File: config.mk
export PLATFORM = sky130hd
export DESIGN_NAME = mps_mc_seq_flat
export DESIGN_NICKNAME = d
export VERILOG_FILES = /design/src/rtl/mps_mc_seq_if.sv /design/src/rtl/mps_mc_seq.sv /design/src/flat_wrapper.sv
export SDC_FILE = /design/constraint.sdc
export NUM_CORES = 1
export LEC_CHECK = 0
export ABC_AREA = 1
export BUFFER_PORTS_ARGS = -buffer_cell sky130_fd_sc_hd__buf_4
export CAP_MARGIN = 20
export CORE_ASPECT_RATIO = 1.5
export CORE_MARGIN = 2
export CORE_UTILIZATION = 58
export DETAILED_ROUTE_END_ITERATION = 10
export PLACE_DENSITY = 0.81
export SLEW_MARGIN = 20
export SYNTH_ARGS = -nofsm -noshare
export SYNTH_HDL_FRONTEND = slang
export SYNTH_SLANG_ARGS = --single-unit
File: constraint.sdc
create_clock -name i_clk -period 2.8 [get_ports i_clk]
set_clock_uncertainty 0.2 [all_clocks]
set_input_delay 0.28 -clock i_clk [delete_from_list [all_inputs] [get_ports i_clk]]
set_output_delay 0.28 -clock i_clk [all_outputs]
set_load 0.01 [all_outputs]
File: src/rtl/mps_mc_seq_if.sv
// Contactor-sequencer signal bundle: requests, DC-link qualification and
// contactor feedback toward the sequencer; drive, status and fault code back out.
interface mps_mc_seq_if #(
  parameter int DC_V_W = 32
) ();
  logic              i_start;
  logic              i_stop;
  logic              i_intl;
  logic              i_fail_clr;
  logic [DC_V_W-1:0] i_dc_v;
  logic [DC_V_W-1:0] i_dc_v_th;
  logic [2:0]        i_mc_fb;
  logic [2:0]        o_mc;
  logic [3:0]        o_state;
  logic              o_done;
  logic              o_fail;
  logic [3:0]        o_fail_code;

  modport master (
    output i_start, i_stop, i_intl, i_fail_clr, i_dc_v, i_dc_v_th, i_mc_fb,
    input  o_mc, o_state, o_done, o_fail, o_fail_code
  );

  modport slave (
    input  i_start, i_stop, i_intl, i_fail_clr, i_dc_v, i_dc_v_th, i_mc_fb,
    output o_mc, o_state, o_done, o_fail, o_fail_code
  );
endinterface

File: src/rtl/mps_mc_seq.sv
// Magnetic-contactor power-up/power-down sequencer (precharge, main, discharge).
// Optional contactor aux-feedback supervision is enabled by defining MC_FB_CHECK_EN.
module mps_mc_seq #(
  parameter int DC_V_W     = 32,
  parameter int MC_DLY     = 1000,
  parameter int V_DEB      = 16,
  parameter int PC_TIMEOUT = 200000,
  parameter int DIS_TIME   = 5000
) (
  input  logic         i_clk,
  input  logic         i_rst,
  mps_mc_seq_if.slave  bus
);

  typedef enum logic [3:0] {
    IDLE       = 4'd0,
    PC_CLOSE   = 4'd1,
    PC_WAIT_V  = 4'd2,
    MAIN_CLOSE = 4'd3,
    PC_OPEN    = 4'd4,
    ON         = 4'd5,
    MAIN_OPEN  = 4'd6,
    DISCHARGE  = 4'd7,
    FAULT      = 4'd8
  } state_t;

  localparam logic [31:0] MC_END  = 32'(MC_DLY - 1);
  localparam logic [31:0] PC_END  = 32'(PC_TIMEOUT - 1);
  localparam logic [31:0] DIS_END = 32'(DIS_TIME - 1);
  localparam logic [31:0] DEB_N   = 32'(V_DEB);

  localparam logic [3:0] CODE_NONE   = 4'd0;
  localparam logic [3:0] CODE_PC_FB  = 4'd1;
  localparam logic [3:0] CODE_PC_TMO = 4'd2;
  localparam logic [3:0] CODE_MC_FB  = 4'd3;
  localparam logic [3:0] CODE_PO_FB  = 4'd4;
  localparam logic [3:0] CODE_INTL   = 4'd5;
  localparam logic [3:0] CODE_ON_FB  = 4'd6;

  // Contactor drive pattern {dis, main, pc} for each state.
  function automatic logic [2:0] mc_decode(input state_t s);
    logic [2:0] mc;
    case (s)
      PC_CLOSE, PC_WAIT_V: mc = 3'b001;
      MAIN_CLOSE:          mc = 3'b011;
      PC_OPEN, ON:         mc = 3'b010;
      DISCHARGE, FAULT:    mc = 3'b100;
      default:             mc = 3'b000;
    endcase
    return mc;
  endfunction

  function automatic logic [31:0] sat_inc(input logic [31:0] v);
    return (v == '1) ? v : v + 32'd1;
  endfunction

  state_t      state_q, state_d;
  logic [31:0] tmr_q, tmr_d;
  logic [31:0] deb_q, deb_d;
  logic [3:0]  code_q, code_d;
  logic [2:0]  mc_q, mc_d;
  logic        done_q, done_d;
  logic        fail_q, fail_d;

  logic [DC_V_W-1:0] dc_v;
  logic [DC_V_W-1:0] dc_th;
  logic              v_ok;
  logic              step_ok;
  logic              fb_tmo;
  logic              on_fb_flt;

  assign dc_v  = bus.i_dc_v;
  assign dc_th = bus.i_dc_v_th;
  assign v_ok  = (dc_v >= dc_th);

`ifdef MC_FB_CHECK_EN
  localparam logic [31:0] FB_END = 32'(4 * MC_DLY - 1);

  logic [31:0] fb_cnt_q, fb_cnt_d;
  logic        fb_match;
  logic        on_fb_bad;

  // Closing states advance only once the aux contacts agree with the drive.
  assign fb_match  = (bus.i_mc_fb == mc_decode(state_q));
  assign step_ok   = (tmr_q >= MC_END) && fb_match;
  assign fb_tmo    = (tmr_q == FB_END) && !fb_match;
  assign on_fb_bad = (state_q == ON) && (bus.i_mc_fb != 3'b010);
  assign on_fb_flt = on_fb_bad && (fb_cnt_q == MC_END);
  assign fb_cnt_d  = on_fb_bad ? sat_inc(fb_cnt_q) : '0;
`else
  logic unused_fb;

  assign unused_fb = ^bus.i_mc_fb;
  assign step_ok   = (tmr_q == MC_END);
  assign fb_tmo    = 1'b0;
  assign on_fb_flt = 1'b0;
`endif

  always_comb begin
    state_d = state_q;
    code_d  = code_q;
    deb_d   = '0;

    case (state_q)
      IDLE: begin
        if (bus.i_start && !bus.i_intl) state_d = PC_CLOSE;
      end

      PC_CLOSE: begin
        if (bus.i_intl) begin
          state_d = FAULT;
          code_d  = CODE_INTL;
        end else if (fb_tmo) begin
          state_d = FAULT;
          code_d  = CODE_PC_FB;
        end else if (bus.i_stop) begin
          state_d = MAIN_OPEN;
        end else if (step_ok) begin
          state_d = PC_WAIT_V;
        end
      end

      PC_WAIT_V: begin
        // Debounce counts consecutive qualifying samples; any miss restarts it.
        deb_d = v_ok ? deb_q + 32'd1 : '0;
        if (bus.i_intl) begin
          state_d = FAULT;
          code_d  = CODE_INTL;
        end else if (tmr_q == PC_END) begin
          state_d = FAULT;
          code_d  = CODE_PC_TMO;
        end else if (bus.i_stop) begin
          state_d = MAIN_OPEN;
        end else if (v_ok && (deb_q + 32'd1 == DEB_N)) begin
          state_d = MAIN_CLOSE;
        end
      end

      MAIN_CLOSE: begin
        if (bus.i_intl) begin
          state_d = FAULT;
          code_d  = CODE_INTL;
        end else if (fb_tmo) begin
          state_d = FAULT;
          code_d  = CODE_MC_FB;
        end else if (bus.i_stop) begin
          state_d = MAIN_OPEN;
        end else if (step_ok) begin
          state_d = PC_OPEN;
        end
      end

      PC_OPEN: begin
        if (bus.i_intl) begin
          state_d = FAULT;
          code_d  = CODE_INTL;
        end else if (fb_tmo) begin
          state_d = FAULT;
          code_d  = CODE_PO_FB;
        end else if (bus.i_stop) begin
          state_d = MAIN_OPEN;
        end else if (step_ok) begin
          state_d = ON;
        end
      end

      ON: begin
        if (bus.i_intl) begin
          state_d = FAULT;
          code_d  = CODE_INTL;
        end else if (on_fb_flt) begin
          state_d = FAULT;
          code_d  = CODE_ON_FB;
        end else if (bus.i_stop) begin
          state_d = MAIN_OPEN;
        end
      end

      MAIN_OPEN: begin
        if (bus.i_intl) begin
          state_d = FAULT;
          code_d  = CODE_INTL;
        end else if (tmr_q == MC_END) begin
          state_d = DISCHARGE;
        end
      end

      DISCHARGE: begin
        if (bus.i_intl) begin
          state_d = FAULT;
          code_d  = CODE_INTL;
        end else if (tmr_q == DIS_END) begin
          state_d = IDLE;
        end
      end

      FAULT: begin
        if (bus.i_fail_clr && !bus.i_intl) begin
          state_d = IDLE;
          code_d  = CODE_NONE;
        end
      end

      default: begin
        state_d = IDLE;
        code_d  = CODE_NONE;
      end
    endcase

    tmr_d  = (state_d != state_q) ? '0 : sat_inc(tmr_q);
    mc_d   = mc_decode(state_d);
    done_d = (state_d == ON);
    fail_d = (state_d == FAULT);
  end

  // State register; outputs are registered alongside it so an async reset
  // drops every contactor at once.
  always_ff @(posedge i_clk or negedge i_rst) begin
    if (!i_rst) begin
      state_q  <= IDLE;
      tmr_q    <= '0;
      deb_q    <= '0;
      code_q   <= CODE_NONE;
      mc_q     <= 3'b000;
      done_q   <= 1'b0;
      fail_q   <= 1'b0;
`ifdef MC_FB_CHECK_EN
      fb_cnt_q <= '0;
`endif
    end else begin
      state_q  <= state_d;
      tmr_q    <= tmr_d;
      deb_q    <= deb_d;
      code_q   <= code_d;
      mc_q     <= mc_d;
      done_q   <= done_d;
      fail_q   <= fail_d;
`ifdef MC_FB_CHECK_EN
      fb_cnt_q <= fb_cnt_d;
`endif
    end
  end

  assign bus.o_mc        = mc_q;
  assign bus.o_state     = state_q;
  assign bus.o_done      = done_q;
  assign bus.o_fail      = fail_q;
  assign bus.o_fail_code = code_q;

endmodule

File: src/flat_wrapper.sv
// flat-port wrapper written by rule: the top's interface ports become plain ports
module mps_mc_seq_flat 
#(
  parameter int DC_V_W     = 32,
  parameter int MC_DLY     = 1000,
  parameter int V_DEB      = 16,
  parameter int PC_TIMEOUT = 200000,
  parameter int DIS_TIME   = 5000
)
  (i_clk, i_rst, bus_i_start, bus_i_stop, bus_i_intl, bus_i_fail_clr, bus_i_dc_v, bus_i_dc_v_th, bus_i_mc_fb, bus_o_mc, bus_o_state, bus_o_done, bus_o_fail, bus_o_fail_code);
  mps_mc_seq_if #(.DC_V_W(DC_V_W)) bus_i ();
  input  logic i_clk;
  input  logic i_rst;
  input wire logic [$bits(bus_i.i_start)-1:0] bus_i_start;
  input wire logic [$bits(bus_i.i_stop)-1:0] bus_i_stop;
  input wire logic [$bits(bus_i.i_intl)-1:0] bus_i_intl;
  input wire logic [$bits(bus_i.i_fail_clr)-1:0] bus_i_fail_clr;
  input wire logic [$bits(bus_i.i_dc_v)-1:0] bus_i_dc_v;
  input wire logic [$bits(bus_i.i_dc_v_th)-1:0] bus_i_dc_v_th;
  input wire logic [$bits(bus_i.i_mc_fb)-1:0] bus_i_mc_fb;
  output wire logic [$bits(bus_i.o_mc)-1:0] bus_o_mc;
  output wire logic [$bits(bus_i.o_state)-1:0] bus_o_state;
  output wire logic [$bits(bus_i.o_done)-1:0] bus_o_done;
  output wire logic [$bits(bus_i.o_fail)-1:0] bus_o_fail;
  output wire logic [$bits(bus_i.o_fail_code)-1:0] bus_o_fail_code;
  assign bus_i.i_start = bus_i_start;
  assign bus_i.i_stop = bus_i_stop;
  assign bus_i.i_intl = bus_i_intl;
  assign bus_i.i_fail_clr = bus_i_fail_clr;
  assign bus_i.i_dc_v = bus_i_dc_v;
  assign bus_i.i_dc_v_th = bus_i_dc_v_th;
  assign bus_i.i_mc_fb = bus_i_mc_fb;
  assign bus_o_mc = bus_i.o_mc;
  assign bus_o_state = bus_i.o_state;
  assign bus_o_done = bus_i.o_done;
  assign bus_o_fail = bus_i.o_fail;
  assign bus_o_fail_code = bus_i.o_fail_code;
  mps_mc_seq #(.DC_V_W(DC_V_W), .MC_DLY(MC_DLY), .V_DEB(V_DEB), .PC_TIMEOUT(PC_TIMEOUT), .DIS_TIME(DIS_TIME)) u_core (.i_clk(i_clk), .i_rst(i_rst), .bus(bus_i));
endmodule
Word level (Yosys, flattened, before mapping)

Index checks and enable logic that the tools add are counted.

Output and inout port bits: 13
Input port bits: 73
Register bits after elaboration: 77
Word-level logic and storage cells: 78

Reduce and logical (&&, ||, !) cells: 10
Add/subtract/negate cells: 2
Muxes and demuxes: 32
Eq/ne operators: 25
$lt $le $gt $ge: 1
Bitwise logic cells: 1

Operators with widths:

| cell                                            | count |
|---|---|
| 2-to-1 mux 32 bit                               | 4 |
| 2-to-1 mux 4 bit                                | 25 |
| adder 32 x 1 -> 32 bit, second input constant   | 2 |
| one-hot mux 4 bit (9 select lines)              | 1 |
| == test 32 x 10 -> 1 bit, second input constant | 1 |
| == test 32 x 13 -> 1 bit, second input constant | 1 |
| == test 32 x 18 -> 1 bit, second input constant | 1 |
| == test 32 bit, second input constant           | 1 |
| == test 32 x 5 -> 1 bit, second input constant  | 1 |
| greater-or-equal comparator 32 bit              | 1 |
| == test 4 x 3 -> 1 bit, second input constant   | 7 |
| == test 4 x 2 -> 1 bit, second input constant   | 4 |
| one-hot mux 4 bit (4 select lines)              | 1 |
| one-hot mux 3 bit (4 select lines)              | 1 |
| == test 4 x 1 -> 1 bit, second input constant   | 2 |
| == test 4 bit, second input constant            | 2 |
| != test 2 x 1 -> 1 bit, second input constant   | 3 |
| OR reduction 2 bit                              | 3 |
| OR reduction 6 bit                              | 1 |
| zero test 4 bit                                 | 1 |
| != test 4 bit                                   | 1 |
| AND reduction 4 bit                             | 1 |
| logical AND 1 bit                               | 3 |
| != test 3 x 2 -> 1 bit, second input constant   | 1 |
| other kinds (2)                                 | 2 |

Depth between registers and ports, before layout

Gate-level depths: netlist of the first run.

Word-level depth: 11
Gate-level depth with buffers: 22
Gate-level depth less buffers: 21

Least setup slack after synthesis of the first run

OpenSTA, ideal clock, no wires.

Path type: reg2reg
Start point: register u_core.deb_q[0]
End point: register u_core.tmr_q[21]
Buffers on the path: 1
Required time: 2.478 ns
Cell stages (with the launch flop): 20
Arrival: 2.239 ns
Library setup time: 0.122 ns
Setup slack: 0.238 ns
Clock period less this slack: 2.562 ns
Cell sequence: dfrtp_1 -> ha_1 -> nand2_1 -> nor2_4 -> nand2_4 -> nor2_4 -> nand3_1 -> xor2_1 -> nand2_1 -> nor2_1 -> nand4_2 -> nand2_1 -> nand2_1 -> nand2_1 -> nand2_2 -> nand2_1 -> nand2_1 -> nand2_2 -> buf_6 -> nor2_2

Cells in the longest elaborated chain, start to end: 10
Elaborated cells on any way between the ends: 11
Classes of those cells: add/sub (1); eq/ne (3); mux (6); reduce/logical (1)

Ends and longest elaborated chain:

| what                                                                  | RTL line          | source |
|---|---|---|
| start: declaration                                                    | mps_mc_seq.sv:59  | `logic [31:0] deb_q, deb_d;` |
| start signal: assignment                                              | mps_mc_seq.sv:222 | `deb_q <= '0;` |
| start signal: assignment                                              | mps_mc_seq.sv:233 | `deb_q <= deb_d;` |
| adder 32 x 1 -> 32 bit (*)                                            | mps_mc_seq.sv:134 | `end else if (v_ok && (deb_q + 32'd1 == DEB_N)) begin` |
| == test 32 x 5 -> 1 bit (*)                                           | mps_mc_seq.sv:134 |  |
| logical AND 1 bit (*)                                                 | mps_mc_seq.sv:134 |  |
| 2-to-1 mux 4 bit (*)                                                  | mps_mc_seq.sv:134 |  |
| 2-to-1 mux 4 bit (*)                                                  | mps_mc_seq.sv:132 | `end else if (bus.i_stop) begin` |
| 2-to-1 mux 4 bit (*)                                                  | mps_mc_seq.sv:129 | `end else if (tmr_q == PC_END) begin` |
| 2-to-1 mux 4 bit (*)                                                  | mps_mc_seq.sv:126 | `if (bus.i_intl) begin` |
| one-hot mux 4 bit (9 select lines) (*)                                | mps_mc_seq.sv:104 | `case (state_q)` |
| via u_core.state_d[2]                                                 | mps_mc_seq.sv:57  | `state_t state_q, state_d;` |
| != test 4 bit (*)                                                     | mps_mc_seq.sv:210 | `tmr_d = (state_d != state_q) ? '0 : sat_inc(tmr_q);` |
| != test 2 x 1 -> 1 bit (no line) or 2-to-1 mux 32 bit (tied branches) | -                 |  |
| end signal: assignment                                                | mps_mc_seq.sv:232 | `tmr_q <= tmr_d;` |
| end: declaration                                                      | mps_mc_seq.sv:58  | `logic [31:0] tmr_q, tmr_d;` |

Mark *: on every way through the listed nets, which the timed path passes. The rest lies on a longest branch.
A chain may end at the register's enable or synchronous reset.

Worst setup path in the final report of the first run

Start point: register u_core.deb_q[1]
End point: register u_core.tmr_q[1]

The elaborated chain is that of the path after synthesis.

==> impl_results.md, run 1 <==
- Sequential element share of the synthesized area: 32.7%
- Largest net degree at the start of global routing: 76
- First-pass GRT wire length: 26.1 mm
- Final setup vio count: 33
- Slowest Stage Delay on Critical Path: 0.38 ns
- NetSw: 1230 uW
- Critical path type: flop to flop
- Period utilization: 103%
- Post-synthesis async set-or-reset flop share: 100%
- Multiplexer area fraction after synthesis: 0.371%
- Internal power component: 2540 uW
- Final instance area: 0.00740 mm2
- Post-synth EDFFs: 0
- GR Layer Usage met2: 56.8%
- Pleak: 0.00361 uW
- Combinational family with the most area after synthesis: simple AND/OR/NAND/NOR gates
- Effective utilization at floorplan: 59.6%
- Most crowded layer after global routing: met2
- Sink Count: 75
- Transition at the pin with the smallest max-transition slack: 0.560 ns
- WP data required: 2.87 ns
- Outcome: finished with violations
- HP Class: input pin to flop
- GR Util met3: 4.65%
- Chip height: 126 um
- Hold Violations, Final: 0
- Biggest fanout along the worst timing path: 5
- Die Wd: 85.2 um
- Post-synthesis share of cell area spent on xor and xnor gates: 3.51%
- Post-Synthesis Mean Instance Area: 6.84 um2
- Fraction of power spent switching nets: 32.7%
- Clock tree from TritonCTS: yes
- Vias in the first global route: 6185
- Share of the synthesized area in compound gates (AO/OA/AOI/OAI): 7.94%
- Number of design-rule violations left by the first detailed-router iteration: 364
- Insertion delay of the later-clocked pin in the worst-skew pair: 0.34 ns
- Final Non-Filler Cells: 1096
- Site Rows: 44
- Netlist cell types: 39
- Headroom to the max-slew limit: 62.4%
- CP startpoint kind: flop
- CP top delay family: simple AND/OR/NAND/NOR gates
- Count of nets after finishing: 1085
- Fraction of final layout cells with drive strength greater than 1: 24.3%
- Share of power burned in the clock network: 32.8%
- M1 GR Usage: 29.6%
- Total Wirelength: 16.3 mm
- Setup repair after global routing missed its margin: true
- Clock slew seen by the registers of the worst setup and hold paths: 0.06 ns
- Reported max-cap violation count: 0
- Fin. max-slew vios: 0
- Mapped Area: 0.00574 mm2
- Crit path time final: 2.87 ns
- DP Area: 0.00676 mm2
- Critical path's slowest cell: dfrtp_1
- Setup total negative slack: -1.69 ns
- Via density: 5.55
- Bufs and invs on worst path: 2
- Most used cells in the layout excluding fill and tap cells: nand2_1, buf_4, inv_1
- Weighted congestion at the end of routability-driven global placement: 0.930
- Fmax: 348 MHz
- Most frequent cell on the critical path: nand2_4
- Area share of and/or/nand/nor cells after synthesis: 38.1%
- Total power per unit cell area: 510 mW/mm2
- Antenna diode count: 0
- Clk Tree Root Cell: clkbuf_16
- I/O pin total: 86
- Most common library cell in the layout ignoring fill and taps: nand2_1
- Number of antenna violations at the first check in global routing: 0
- Net count after synthesis: 947
- Cell-by-cell listing of the critical path: buf_6 -> nand2_4 -> nor2_4 -> nand2_4 -> nor2_4 -> nand2_1 -> nand2_2 -> nand2_1 -> nor2_1 -> nand2_1 -> nor2_4 -> nand4_4 -> nand2_2 -> nand2_4 -> nand2_4 -> nand2_2 -> a21oi_4 -> nand2_4 -> clkbuf_16 -> nor2_2
- Average wire per cell in the routed design: 14.9 um
- Post-Synthesis Cells: 839
- Primary flip-flop cell chosen by synthesis mapping: dfrtp_1
- Area growth from synthesis to layout: 29.0%
- Worst vdd rail ir drop: 0.748 mV
- Detailed-route via count: 6087
- Number of buffers on the longest clock path: 2
- Synthesis warning total: 0
- H-tree depth reported by CTS: 3
- Post-detailed-route count of antenna-violating nets: 0
- Adder and majority gate portion of the synthesized area: 7.63%
- Arrival @ worst endpoint: 2.94 ns
- Fill cell count: 740
- Tot GR Track Use: 29.9%
- Sequential share of power: 31.6%
- Number of register bits inferred by synthesis: 75
- Combinational fraction of design power: 35.6%
- Port buffer count: 81
- Setup slack on the worst flop-to-flop path: -0.07 ns
- Cell Count Post-Placement: 1066
- Die outline area: 0.0107 mm2
- Critical path endpoint category: flop
- TritonCTS buffer count: 9
- Final worst setup slack: -0.0724 ns
- Overall power consumption: 3780 uW
- Total core area: 0.00963 mm2
- First drt pass iteration count: 6
- Half-perimeter wire length of the detailed placement result: 12.0 mm
- Aggregate global routing overflow: 0
- Violated checks: negative setup slack
- Number of remaining DRC errors: 0
==> layer usage <==
layer | part of all wire, % | wire, um | vias up
met5 | 0 | 0 | -
met4 | 5.4 | 884 | 0
met3 | 3.8 | 613 | 82
met2 | 57 | 9250 | 199
met1 | 34 | 5530 | 2860
li1 | - | - | 2946
==> registers in the layout, summed over array words and instances, names as in the netlist <==
name	cells
u_core.deb_q	32
u_core.tmr_q	32
u_core.bus.o_state	4
u_core.bus.o_mc	3
u_core.bus.o_fail_code	2
u_core.bus.o_done	1
u_core.bus.o_fail	1
==> cells in the mapped netlist (all sizes together) (2+ instances only) <==
library cell,n,area [um2]
xnor2,2,17.5
nor4,6,37.5
o21bai,2,15.0
buf,6,53.8
o211ai,4,30.0
nor3,25,125
and2,2,12.5
nor2,151,704
ha,35,438
o22ai,2,12.5
o21a,2,15.0
o31ai,2,15.0
nand3,42,210
xor2,21,184
clkinv,2,7.51
a21oi,41,209
nand3b,12,90.1
nand4,18,119
o21ai,29,145
inv,126,473
nand2,222,876
dfrtp,75,1880
clkbuf,5,18.8
==> final cells by class <==
cell class	count	area [um2]	area share, %
Clock buffer	10	239	3.23
Timing Repair Buffer	138	1130	15.3
Clock inverter	5	77.6	1.05
Multi-Input combinational cell	625	3450	46.7
Tap cell	115	144	1.94
Sequential cell	75	1880	25.4
Inverter	128	480	6.49
==> power groups by stage <==
stage / clock network, uW / registers, uW / logic (uW)
CTS: 1250 / 1190 / 1090
finish: 1240 / 1190 / 1350
floorplan: 0 / 1220 / 651
global placement: 0 / 1210 / 1040
global route: 1290 / 1200 / 1430
detailed placement: 0 / 1210 / 1070
==> kinds of logic (layout without fill, tap and decap cells) <==
logic type      Yosys count  after routing
compound gates           84             84
xor+xnor                 23             23
fa+ha+maj                35             35
buf+inv                 139            281
flops                    75             75
mux                       2              2
other cells               1              1
simple gates            480            480
==> timing repair <==
item / 4_1_cts / 5_1_grt
pin swaps: 0 / 7
endpoints found under the setup margin: 37 / 38
resized for setup: 9 / 36
hold buffers: 1 / 0
hold endpoints to repair: 75 / 0
buffers inserted: 4 / 7
cloned: 0 / 2
==> metrics by stage <==
step	setup slack [ns]	utilization (%)	hold slack (ns)
global route	-0.270	76.9	0.0364
floorplan	0.238	-	-0.216
global placement	-0.0411	70.1	0.273
finish	-0.0724	76.9	0.0237
detailed placement	-0.117	70.1	0.285
CTS	-0.0243	74.2	0.0220
==> final timing paths <==
| path | start | end | cells after the start |
|---|---|---|---|
| setup / recovery | u_core.deb_q[1] | u_core.tmr_q[1] | 20 |
| hold / removal | bus_i_intl | u_core.bus.o_fail_code[1] | 2 |
| setup reg to reg | u_core.deb_q[1] | u_core.tmr_q[1] | 20 |
| hold reg to reg | u_core.bus.o_fail_code[1] | u_core.bus.o_fail_code[1] | 2 |
| max in group asynchronous | i_rst | u_core.tmr_q[4] | 3 |
| min in group asynchronous | i_rst | u_core.bus.o_fail_code[1] | 2 |
Note: power is estimated with default switching activity, not from simulation.
==> run 2, diff against run 1 <==
- CELL_PAD_IN_SITES_DETAIL_PLACEMENT: default -> 2
- CELL_PAD_IN_SITES_GLOBAL_PLACEMENT: default -> 2
- CORE_UTILIZATION: 58 -> 32
- PLACE_DENSITY: 0.81 -> default
- PLACE_DENSITY_LB_ADDON: default -> 0.1
==> impl_results.md, run 2 (same netlist as run 1, synthesis figures left out) <==
- Violated checks: negative setup slack
- Effective utilization at floorplan: 32.3% (-27 points)
- H-tree depth reported by CTS: 3 (unchanged)
- Tot GR Track Use: 23.6% (-6.3 points)
- RR Endpoint: u_core.tmr_q[2]
- Setup total negative slack: -10.92 ns (-9.23 ns)
- Insertion delay of the later-clocked pin in the worst-skew pair: 0.36 ns (+0.02 ns)
- Cells on worst reg2reg path: 22 (+10%)
- Count of nets after finishing: 1096 (+1.0%)
- Largest net degree at the start of global routing: 41 (-46%)
- Launching element of the worst setup path: u_core.deb_q[0]
- Worst vdd rail ir drop: 0.475 mV (-37%)
- Post-placement worst setup slack: -0.244 ns (-0.127 ns)
- Number of design-rule violations left by the first detailed-router iteration: 189 (-48%)
- Arrival @ worst endpoint: 3.21 ns (+0.27 ns)
- Total core area: 0.0178 mm2 (+85%)
- Number of buffers on the longest clock path: 2 (unchanged)
- Biggest fanout along the worst timing path: 7 (+2)
- Hold Violations, Final: 0 (unchanged)
- Clk Tree Root Cell: clkbuf_16
- Antenna diode count: 0 (unchanged)
- Fin. max-slew vios: 0 (unchanged)
- Die Wd: 113 um (+33%)
- HP Class: input pin to flop
- Chip height: 168 um (+34%)
- Period utilization: 112% (+9.0 points)
- Aggregate global routing overflow: 0 (unchanged)
- Via density: 5.08 (-8.6%)
- Final setup vio count: 39 (+18%)
- Average wire per cell in the routed design: 18.6 um (+25%)
- Fill cell count: 2071 (+180%)
- Reg-to-reg critical path startpoint: u_core.deb_q[0]
- First drt pass iteration count: 4 (-2)
- Post-detailed-route count of antenna-violating nets: 0 (unchanged)
- Pleak: 0.00375 uW (+3.8%)
- Worst hold slack: 0.00887 ns (-0.0149 ns)
- Clock tree from TritonCTS: yes
- Site Rows: 60 (+36%)
- Count of cells along the worst hold path: 2 (unchanged)
- Outcome: finished with violations
- Number of remaining DRC errors: 0 (unchanged)
- Half-perimeter wire length of the detailed placement result: 16.5 mm (+37%)
- Area growth from synthesis to layout: 37.1%
- Transition at the pin with the smallest max-transition slack: 0.636 ns (+0.0761 ns)
- Fmax: 320 MHz (-8.0%)
- Fin util: 44.2% (-33 points)
- Final worst setup slack: -0.323 ns (-0.251 ns)
- Port buffer count: 81 (unchanged)
- Die outline area: 0.0190 mm2 (+78%)
- Setup slack on the worst flop-to-flop path: -0.32 ns (-0.25 ns)
- CP startpoint kind: flop
- Total Wirelength: 22.5 mm (+38%)
- I/O pin total: 86 (unchanged)
- WP data required: 2.89 ns (+0.02 ns)
- Sink Count: 75 (unchanged)
- Most common library cell in the layout ignoring fill and taps: nand2_1
- Critical path type: flop to flop
- Headroom to the max-slew limit: 57.3% (-5.1 points)
- Weighted congestion at the end of routability-driven global placement: 0.850 (-8.6%)
- Total power per unit cell area: 555 mW/mm2 (+8.8%)
- Reported max-cap violation count: 0 (unchanged)
- Clock slew seen by the registers of the worst setup and hold paths: 0.07 ns (about the same)
- Critical path endpoint category: flop
- Number of antenna violations at the first check in global routing: 0 (unchanged)
- Detailed-route via count: 6139 (+0.85%)
- Most used cells in the layout excluding fill and tap cells: nand2_1, buf_4, inv_1
- Fraction of final layout cells with drive strength greater than 1: 26.9% (+2.7 points)
- First-pass GRT wire length: 35.5 mm (+36%)
- TritonCTS buffer count: 9 (unchanged)
- Hold worst-path end: u_core.bus.o_fail_code[1]
- Vias in the first global route: 7146 (+16%)
- Setup repair after global routing missed its margin: true
- Crit path time final: 3.12 ns (+0.251 ns)
- HP Start: bus_i_intl
run 2: cell count changes in the layout (fill, tap and decap cells not counted), sizes merged:
cell and delta:
buf +13, clkbuf -3, clkinv -2, clkinvlp +2, inv +2, bufinv -1
run 2: final cells by class:
type,count,area [um2],area share (%)
inverters,128,485,6.17
repair buffers,149,1290,16.4
multi-input cells,625,3650,46.4
clock buffers,9,225,2.86
flip-flops and latches,75,1880,23.9
well taps,217,272,3.45
clock inverters,6,66.3,0.843
run 2: metal layers:
layer / track usage, % / up-vias / part of all wire, % / wire, um
met2: 48.4 / 78 / 60 / 13400
met5: 0 / - / 0 / 0
met1: 23.6 / 3066 / 35 / 7950
met3: 1.94 / 43 / 1.6 / 356
li1: - / 2952 / - / -
met4: 9.65 / 0 / 3.1 / 702
run 2: what timing repair did:
action,4_1_cts,5_1_grt
hold endpoints to repair,39,0
hold buffers,1,0
gates resized for setup,49,53
endpoints found under the setup margin,38,42
pin swaps,14,20
gates cloned,3,0
buffers inserted,10,11
run 2: metrics by stage:
step	cells	instance area [um2]	power [uW]
global placement	1170	6930	2330
CTS	1199	7590	4260
floorplan	839	5740	1870
detailed placement	1170	6930	2400
global route	1209	7870	4550
finish	1209	7870	4360
run 2: worst max-delay path by stage:
stage	end	slack (ns)	cells past startpoint
global placement	u_core.tmr_q[15]	-0.07	21
CTS	u_core.tmr_q[8]	-0.29	22
floorplan	u_core.tmr_q[21]	0.24	19
finish	u_core.tmr_q[2]	-0.32	22
global route	u_core.tmr_q[3]	-0.47	22
detailed placement	u_core.tmr_q[23]	-0.24	21
run 2: worst max-delay path, stage by stage (launching register included):
cell and delay, ns:
dfrtp_1 0.42, buf_6 0.14, inv_4 0.03, nor2_4 0.21, nand2_4 0.10, nor2_4 0.22, buf_6 0.13, nand3_2 0.08
nand2_2 0.09, nand2_2 0.07, nor2_2 0.11, nand2_2 0.08, nor2_4 0.10, nand4_4 0.11, nand2_2 0.11, nand2_4 0.07
nand2_4 0.10, nand2_4 0.06, a21oi_4 0.14, nand2_4 0.10, buf_12 0.15, buf_12 0.14, nor2_2 0.08
run 2: where the power goes:
group          leakage (uW)  switching, uW  internal, uW  total (uW)
logic               0.00258           1040           916        1950
registers           0.00104           50.2          1140        1190
clock network      0.000134            532           688        1220
total               0.00375           1620          2740        4360
==> run 3, diff against run 2 <==
- SKIP_CTS_REPAIR_TIMING: default -> 1
==> impl_results.md, run 3 (same netlist as run 1, synthesis figures left out) <==
- Outcome: finished with violations
- Violated checks: negative setup slack
- Port buffer count: 81 (unchanged)
- I/O pin total: 86 (unchanged)
- Most used cells in the layout excluding fill and tap cells: nand2_1, inv_1, buf_4
- Setup slack on the worst flop-to-flop path: -0.21 ns (+0.11 ns)
- Hold Violations, Final: 0 (unchanged)
- First-pass GRT wire length: 33.4 mm (-5.8%)
- Total power per unit cell area: 517 mW/mm2 (-6.7%)
- Vias in the first global route: 6910 (-3.3%)
- Final worst setup slack: -0.214 ns (+0.109 ns)
- Final instance area: 0.00743 mm2 (-5.5%)
- WP data required: 2.88 ns (about the same)
- Bufs and invs on worst path: 2 (-3)
- Launching element of the worst setup path: u_core.deb_q[1]
- Pleak: 0.00356 uW (-5.2%)
- Critical path's slowest cell: dfrtp_1
- Fmax: 332 MHz (+3.6%)
- Slowest Stage Delay on Critical Path: 0.38 ns (-0.04 ns)
- Total core area: 0.0178 mm2 (unchanged)
- CP startpoint kind: flop
- Cell-by-cell listing of the critical path: buf_6 -> nand2_2 -> nor2_4 -> nand2_4 -> nor2_4 -> nand2_1 -> nand2_1 -> nand2_1 -> nor2_1 -> nand2_1 -> nor2_2 -> nand4_2 -> nand2_1 -> nand2_2 -> nand2_4 -> nand2_2 -> a21oi_4 -> nand2_8 -> clkbuf_16 -> nor2_2
- Average wire per cell in the routed design: 17.3 um (-6.6%)
- CP top delay family: simple AND/OR/NAND/NOR gates
- Critical path endpoint category: flop
- Number of antenna violations at the first check in global routing: 0 (unchanged)
- Area growth from synthesis to layout: 29.6%
- Sink Count: 75 (unchanged)
- Detailed-route via count: 5983 (-2.5%)
- Die outline area: 0.0190 mm2 (unchanged)
- Setup total negative slack: -6.42 ns (+4.50 ns)
- Clock slew seen by the registers of the worst setup and hold paths: 0.07 ns (about the same)
- Fin. max-slew vios: 0 (unchanged)
- DP Area: 0.00693 mm2 (unchanged)
- Final setup vio count: 35 (-10%)
- Largest net degree at the start of global routing: 41 (unchanged)
- Number of design-rule violations left by the first detailed-router iteration: 137 (-28%)
- Fraction of final layout cells with drive strength greater than 1: 23.0% (-4.0 points)
- Effective utilization at floorplan: 32.3% (unchanged)
- Worst vdd rail ir drop: 0.337 mV (-29%)
- Count of nets after finishing: 1080 (-1.5%)
- H-tree depth reported by CTS: 3 (unchanged)
- Crit path time final: 3.01 ns (-0.109 ns)
- Biggest fanout along the worst timing path: 5 (-2)
- Tot GR Track Use: 22.1% (-1.5 points)
- Headroom to the max-slew limit: 62.0% (+4.7 points)
- Number of buffers on the longest clock path: 2 (unchanged)
- Weighted congestion at the end of routability-driven global placement: 0.850 (unchanged)
- Arrival @ worst endpoint: 3.10 ns (-0.11 ns)
- HP Class: input pin to flop
- First drt pass iteration count: 4 (unchanged)
- Setup repair after global routing missed its margin: true
- Reg-to-reg critical path startpoint: u_core.deb_q[1]
- Most frequent cell on the critical path: nand2_1
- Total Wirelength: 20.7 mm (-7.9%)
- Antenna diode count: 0 (unchanged)
- Number of remaining DRC errors: 0 (unchanged)
- Clock tree from TritonCTS: yes
- Period utilization: 108% (-3.9 points)
- Via density: 5.02 (-1.2%)
- Site Rows: 60 (unchanged)
- Most common library cell in the layout ignoring fill and taps: nand2_1
- HP Start: bus_i_intl
- Reported max-cap violation count: 0 (unchanged)
- Post-detailed-route count of antenna-violating nets: 0 (unchanged)
- Critical path type: flop to flop
- Half-perimeter wire length of the detailed placement result: 16.5 mm (unchanged)
- Chip height: 168 um (unchanged)
- Insertion delay of the later-clocked pin in the worst-skew pair: 0.35 ns (about the same)
- Transition at the pin with the smallest max-transition slack: 0.569 ns (-0.0662 ns)
- TritonCTS buffer count: 9 (unchanged)
- Die Wd: 113 um (unchanged)
- Clk Tree Root Cell: clkbuf_16
- Aggregate global routing overflow: 0 (unchanged)
==> run 3: per-layer routing <==
metal	share of wire (%)	vias to the layer above	GRT usage [%]	routed length, um
met5	0	-	0	0
met4	2.3	0	7.42	483
met1	36	2970	21.9	7490
met2	60	51	46.0	12400
met3	1.5	30	2.34	302
li1	-	2932	-	-
==> run 3: worst paths after layout <==
kind,end,depth (start not counted)
max,u_core.tmr_q[26],20
min,u_core.bus.o_fail_code[1],2
max reg2reg,u_core.tmr_q[26],20
min reg2reg,u_core.bus.o_fail_code[1],2
max in group asynchronous,u_core.tmr_q[19],3
min in group asynchronous,u_core.deb_q[28],2
==> run 3: layout make-up <==
| type | count | area (um2) |
|---|---|---|
| Timing Repair Buffer | 133 | 1090 |
| Clock buffer | 9 | 225 |
| Clock inverter | 6 | 66.3 |
| Sequential cell | 75 | 1880 |
| Inverter | 128 | 480 |
| Tap cell | 217 | 272 |
| Fill cell | 2128 | 10400 |
| Multi-Input combinational cell | 625 | 3420 |
==> run 3: report_power, final <==
group	switching (uW)	internal (uW)	total, uW
Combinational	798	659	1460
Sequential	46.2	1140	1190
Clock	515	687	1200
==> run 3: per-stage QoR <==
| step | setup slack, ns | total power, uW | utilization (%) | hold slack [ns] | std cells |
|---|---|---|---|---|---|
| 2_1_floorplan | 0.238 | 1870 | - | -0.216 | 839 |
| 3_3_place_gp | -0.0718 | 2330 | 38.9 | 0.120 | 1170 |
| 3_5_place_dp | -0.244 | 2400 | 38.9 | 0.119 | 1170 |
| 4_1_cts | -0.392 | 3610 | 40.6 | -0.263 | 1185 |
| 5_1_grt | -0.437 | 4050 | 41.8 | 0.0202 | 1193 |
| 6_report | -0.214 | 3850 | 41.8 | 0.0134 | 1193 |
